`src/rtl/bist_response_analyzer.sv`:
```
// bist_response_analyzer
//   Output response analyzer for ALU BIST. Compacts PATTERN_COUNT result beats into
//   a MISR signature, then compares the signature against GOLDEN_SIG.
//
// Ports
//   clk            : clock, all state updates on the rising edge
//   reset          : asynchronous active-low reset
//   start          : begin a session (honoured in IDLE or DONE only)
//   res_valid      : qualifies res_data for one beat
//   res_data       : result word under test
//   busy           : high in COMPACT and COMPARE
//   done           : high in DONE
//   pass           : signature matched golden value, valid while done=1
//   FAULT_DETECTED : fault flag, holds until the next start or reset
//   signature      : current MISR contents
//
// Optional build macro
//   BIST_ORA_TIMEOUT_EN : adds a watchdog that ends COMPACT with a fault after
//                         TIMEOUT consecutive cycles without a beat.

module bist_response_analyzer #(
   parameter int unsigned      WIDTH         = 8,
   parameter int unsigned      PATTERN_COUNT = 255,
   parameter logic [WIDTH-1:0] POLY          = 8'h1D,
   parameter logic [WIDTH-1:0] SEED          = 8'hFF,
   parameter logic [WIDTH-1:0] GOLDEN_SIG    = 8'h00,
   parameter int unsigned      TIMEOUT       = 16
) (
   input  logic             clk,
   input  logic             reset,
   input  logic             start,
   input  logic             res_valid,
   input  logic [WIDTH-1:0] res_data,
   output logic             busy,
   output logic             done,
   output logic             pass,
   output logic             FAULT_DETECTED,
   output logic [WIDTH-1:0] signature
);

   localparam logic [15:0] PatCnt = 16'(PATTERN_COUNT);

   typedef enum logic [1:0] {
      StIdle,
      StCompact,
      StCompare,
      StDone
   } state_e;

   state_e           state_q, state_d;
   logic [WIDTH-1:0] sig_q, sig_d;
   logic [15:0]      cnt_q, cnt_d;
   logic             pass_q, pass_d;
   logic             fault_q, fault_d;
   logic [WIDTH-1:0] misr_next;

`ifdef BIST_ORA_TIMEOUT_EN
   localparam logic [15:0] WdLast = 16'(TIMEOUT - 1);
   logic [15:0] wd_q, wd_d;
`endif

   // Shift left, fold the outgoing MSB back through POLY, then mix in the new beat.
   assign misr_next = {sig_q[WIDTH-2:0], 1'b0} ^ (sig_q[WIDTH-1] ? POLY : '0) ^ res_data;

   always_comb begin
      state_d = state_q;
      sig_d   = sig_q;
      cnt_d   = cnt_q;
      pass_d  = pass_q;
      fault_d = fault_q;
`ifdef BIST_ORA_TIMEOUT_EN
      wd_d    = wd_q;
`endif
      unique case (state_q)
         StIdle, StDone: begin
            // A beat arriving with start is dropped: the restart wins.
            if (start) begin
               state_d = StCompact;
               sig_d   = SEED;
               cnt_d   = '0;
               pass_d  = 1'b0;
               fault_d = 1'b0;
`ifdef BIST_ORA_TIMEOUT_EN
               wd_d    = '0;
`endif
            end
         end
         StCompact: begin
            if (res_valid) begin
               sig_d = misr_next;
               cnt_d = cnt_q + 16'd1;
`ifdef BIST_ORA_TIMEOUT_EN
               wd_d  = '0;
`endif
               if (cnt_q + 16'd1 == PatCnt) begin
                  state_d = StCompare;
               end
            end
`ifdef BIST_ORA_TIMEOUT_EN
            else if (wd_q == WdLast) begin
               state_d = StDone;
               pass_d  = 1'b0;
               fault_d = 1'b1;
            end else begin
               wd_d = wd_q + 16'd1;
            end
`endif
         end
         StCompare: begin
            pass_d  = (sig_q == GOLDEN_SIG);
            fault_d = (sig_q != GOLDEN_SIG);
            state_d = StDone;
         end
         default: state_d = StIdle;
      endcase
   end

   always_ff @(posedge clk or negedge reset) begin
      if (!reset) begin
         state_q <= StIdle;
         sig_q   <= SEED;
         cnt_q   <= '0;
         pass_q  <= 1'b0;
         fault_q <= 1'b0;
      end else begin
         state_q <= state_d;
         sig_q   <= sig_d;
         cnt_q   <= cnt_d;
         pass_q  <= pass_d;
         fault_q <= fault_d;
      end
   end

`ifdef BIST_ORA_TIMEOUT_EN
   always_ff @(posedge clk or negedge reset) begin
      if (!reset) begin
         wd_q <= '0;
      end else begin
         wd_q <= wd_d;
      end
   end
`endif

   assign busy           = (state_q == StCompact) || (state_q == StCompare);
   assign done           = (state_q == StDone);
   assign pass           = pass_q;
   assign FAULT_DETECTED = fault_q;
   assign signature      = sig_q;

endmodule

```
`config.mk`:
```
export PLATFORM = sky130hd
export DESIGN_NAME = bist_response_analyzer
export DESIGN_NICKNAME = d
export VERILOG_FILES = /design/src/rtl/bist_response_analyzer.sv
export SDC_FILE = /design/constraint.sdc
export NUM_CORES = 1
export LEC_CHECK = 0
export BUFFER_PORTS_ARGS = -buffer_cell sky130_fd_sc_hd__clkbuf_2
export CORE_MARGIN = 2
export CORE_UTILIZATION = 57
export DETAILED_ROUTE_END_ITERATION = 10
export GPL_ROUTABILITY_DRIVEN = 0
export GPL_TIMING_DRIVEN = 0
export HOLD_SLACK_MARGIN = 0.1
export PLACE_DENSITY_LB_ADDON = 0.05
export SLEW_MARGIN = 20
export SYNTH_ARGS = -nofsm -noshare
export SYNTH_HDL_FRONTEND = slang
export SYNTH_SLANG_ARGS = --single-unit
```
`constraint.sdc`:
```
create_clock -name clk -period 2.77 [get_ports clk]
set_input_delay 0.1385 -clock clk [delete_from_list [all_inputs] [get_ports clk]]
set_output_delay 0.1385 -clock clk [all_outputs]
set_load 0.1 [all_outputs]
```
==> key figures <==
Worst setup path
  • CP Class: reg2reg
  • CP Buf/Inv Count: 0
  • Crit path max-delay family: simple AND/OR/NAND/NOR gates
  • Slowest stage delay, CP: 620 ps
  • CP startpoint kind: flip-flop
  • Critical Path AT: 2660 ps
  • Crit. End Element: flip-flop
  • CP max-delay cell: nor3_1
  • Crit-path max FO: 7
  • Crit path required time: 2990 ps
  • CP Cell Sequence: ha_1, nand4_1, nor3_1, nand4bb_1, o311ai_1, a41oi_2, mux2i_1
  • WP depth: 7
  • Worst R2R Path Depth: 7

Logic synthesis
  • Synth warnings: 0
  • Syn Inst Count: 195
  • Synth Register Bits: 28
  • Ys async rst share: 1.00
  • Netlist cell types: 45
  • Syn Area/Cell: 8.94 µm²
  • Synthesized area: 1740 µm²
  • Most common flop cell mapped by yosys: dfrtp_1
  • Post-synth EDFFs: 0
  • Synth Net Count: 213
  • Seq/Total Area, Yosys: 0.407

Floorplanning
  • Core ar.: 2980 µm²
  • Die area: 3520 µm²
  • IO Pins: 24
  • Die Height: 59.3 µm
  • DIE WIDTH: 59.3 µm
  • Initial Util: 0.586
  • Rows: 20

Global route
  • Total gr overflow: 0
  • Initial antenna violation count: 0
  • Global-route wire length before repair: 6310 µm
  • Number of global-route vias before repair: 1411
  • Gr usage total: 0.237
  • Largest net degree at the start of global routing: 29

Placement
  • Hpwl dp: 2660 µm
  • Placed Cells: 251
  • Buffers on Ports: 23

Routing
  • 1st-iter DRT viols: 111
  • Top Layer Used: met4
  • Total Wirelength: 3740 µm
  • Vias per cell: 5.76
  • Metal2 WL: 1830 µm
  • Metal3 WL: 117 µm
  • First-pass DRT Iterations: 4
  • WL per Instance: 14.2 µm
  • Antenna-violating nets left: 0
  • Met1 WL: 1750 µm
  • Drt drc: 0
  • Vias: 1515

Worst hold path
  • Hold Path Class: in2reg
  • Hold Path Depth: 4

Layout
  • FILL cells: 244
  • Layout cells sized above 1: 0.217
  • Final nets: 249
  • Commonest non-fill, non-tap cell in the layout: nand2_1
  • Area delta synth->final: 16.6%
  • Fin cells: 263
  • Most frequent cells in the layout: nand2_1 (25), clkbuf_2 (23), dfrtp_1 (20)
  • # diodes: 0

Power and ir drop
  • Power Density: 1150 nW/µm²
  • Pwr Total: 2.33 mW
  • P_leak: 0.861 nW
  • Peak supply drop: 0.952 mV

Clocking
  • CTS sink cnt: 28
  • PostCTS Resize Cnt: 0
  • CTS Buf Count: 3
  • H-tree Lvls: 1
  • Clock slew at reported path FFs: 150 ps
  • Clk buf depth: 2
  • Root buf cell: clkbuf_4
  • CTS tree: built
  • Skew-Pair Late Insertion Delay: 330 ps

Timing
  • Setup TNS: 0 ps
  • Clock Skew: 9.19 ps
  • Hold_ws: 154 ps
  • RSZ-0062 raised after global routing: no
  • Setup violators final: 0
  • Worst slew pin tran: 670 ps
  • Final Hold Vio Count: 0
  • Min cycle time layout: 2440 ps
  • Fin crit share: 0.880
  • Final Max Tran Viols: 0
  • Max Clock Freq: 0.410 GHz
  • Slew margin rel.: 0.550

Outcome
  • Outcome: finished, final reports clean

Run
  • Max-Cap Viols: 0
-- metrics by stage --
step,setup slack (ps),util,instance area [µm²]
final,332,0.683,2030
after global routing,145,0.683,2030
after CTS,376,0.683,2030
after detailed placement,430,0.638,1900
after global placement,493,0.638,1900
after floorplan,767,-,1740
-- cell type report --
| class | count | area, µm² | area share |
|---|---|---|---|
| multi-input combinational | 150 | 947 | 0.466 |
| sequential | 28 | 711 | 0.350 |
| timing repair buffer | 31 | 195 | 0.0960 |
| buffer | 10 | 57.6 | 0.0283 |
| tap | 33 | 41.3 | 0.0203 |
| clock inverter | 1 | 30.0 | 0.0148 |
| inverter | 7 | 28.8 | 0.0142 |
| clock buffer | 3 | 22.5 | 0.0111 |
-- per-layer routing --
metal,global-route usage,vias to the layer above
met4,0.0747,0
li1,-,765
met2,0.381,33
met5,0,-
met1,0.336,712
met3,0.0240,5
-- path summary, 6_finish.rpt --
kind,start,endpoint,slack (ps)
max,cnt_q[0],state_q[1],330
min,res_data[2],signature[2],150
max reg2reg,cnt_q[0],state_q[1],330
min reg2reg,cnt_q[15],cnt_q[15],500
max in group asynchronous,reset,state_q[1],1980
min in group asynchronous,reset,cnt_q[6],350
-- synth_stat cells, drive strengths merged (4+ instances only) --
master,number,area [µm²]
a21oi,15,75.1
buf,4,35.0
clkbuf,6,22.5
dfrtp,20,500
dfstp,8,210
ha,6,75.1
inv,7,28.8
nand2,26,100
nand4,5,31.3
nor2,16,60.1
nor3,5,25.0
o21ai,24,120
o31ai,6,45.0
xnor2,10,87.6
xor2,5,43.8
-- sequential cells by signal, indices dropped and copies added, names as in the netlist --
signal / cells
signature: 8
state_q: 2
FAULT_DETECTED: 1
cnt_q: 16
pass: 1
-- cells by family (layout without fill, tap and decap cells) --
kind of cell,Yosys count,after routing,share of synthesized area
flip-flops,28,28,0.407
multiplexers,2,2,0.0115
buffers and inverters,17,52,0.0495
XOR/XNOR,15,15,0.0753
AO/OA/AOI/OAI,56,56,0.197
adder cells (fa/ha/maj),6,6,0.0430
AND/OR/NAND/NOR,71,71,0.216
-- what timing repair did --
item,4_1_cts,5_1_grt
setup buffers,0,0
hold buffers,8,0
endpoints found under the hold margin,27,0
-- worst register-to-register path, stage by stage (launching register included) --
cell       delay (ps)
dfrtp_1           480
ha_1              300
nand4_1           210
nor3_1            620
nand4bb_1         170
o311ai_1          170
a41oi_2           230
mux2i_1           160
-- report_power, final --
group	internal (mW)	switching (mW)	leakage, nW
clock	0.146	0.121	0.0279
sequential	0.540	0.0995	0.355
combinational	0.333	1.09	0.478
total	1.02	1.31	0.861
No activity file was read; power rests on OpenSTA's default activity.
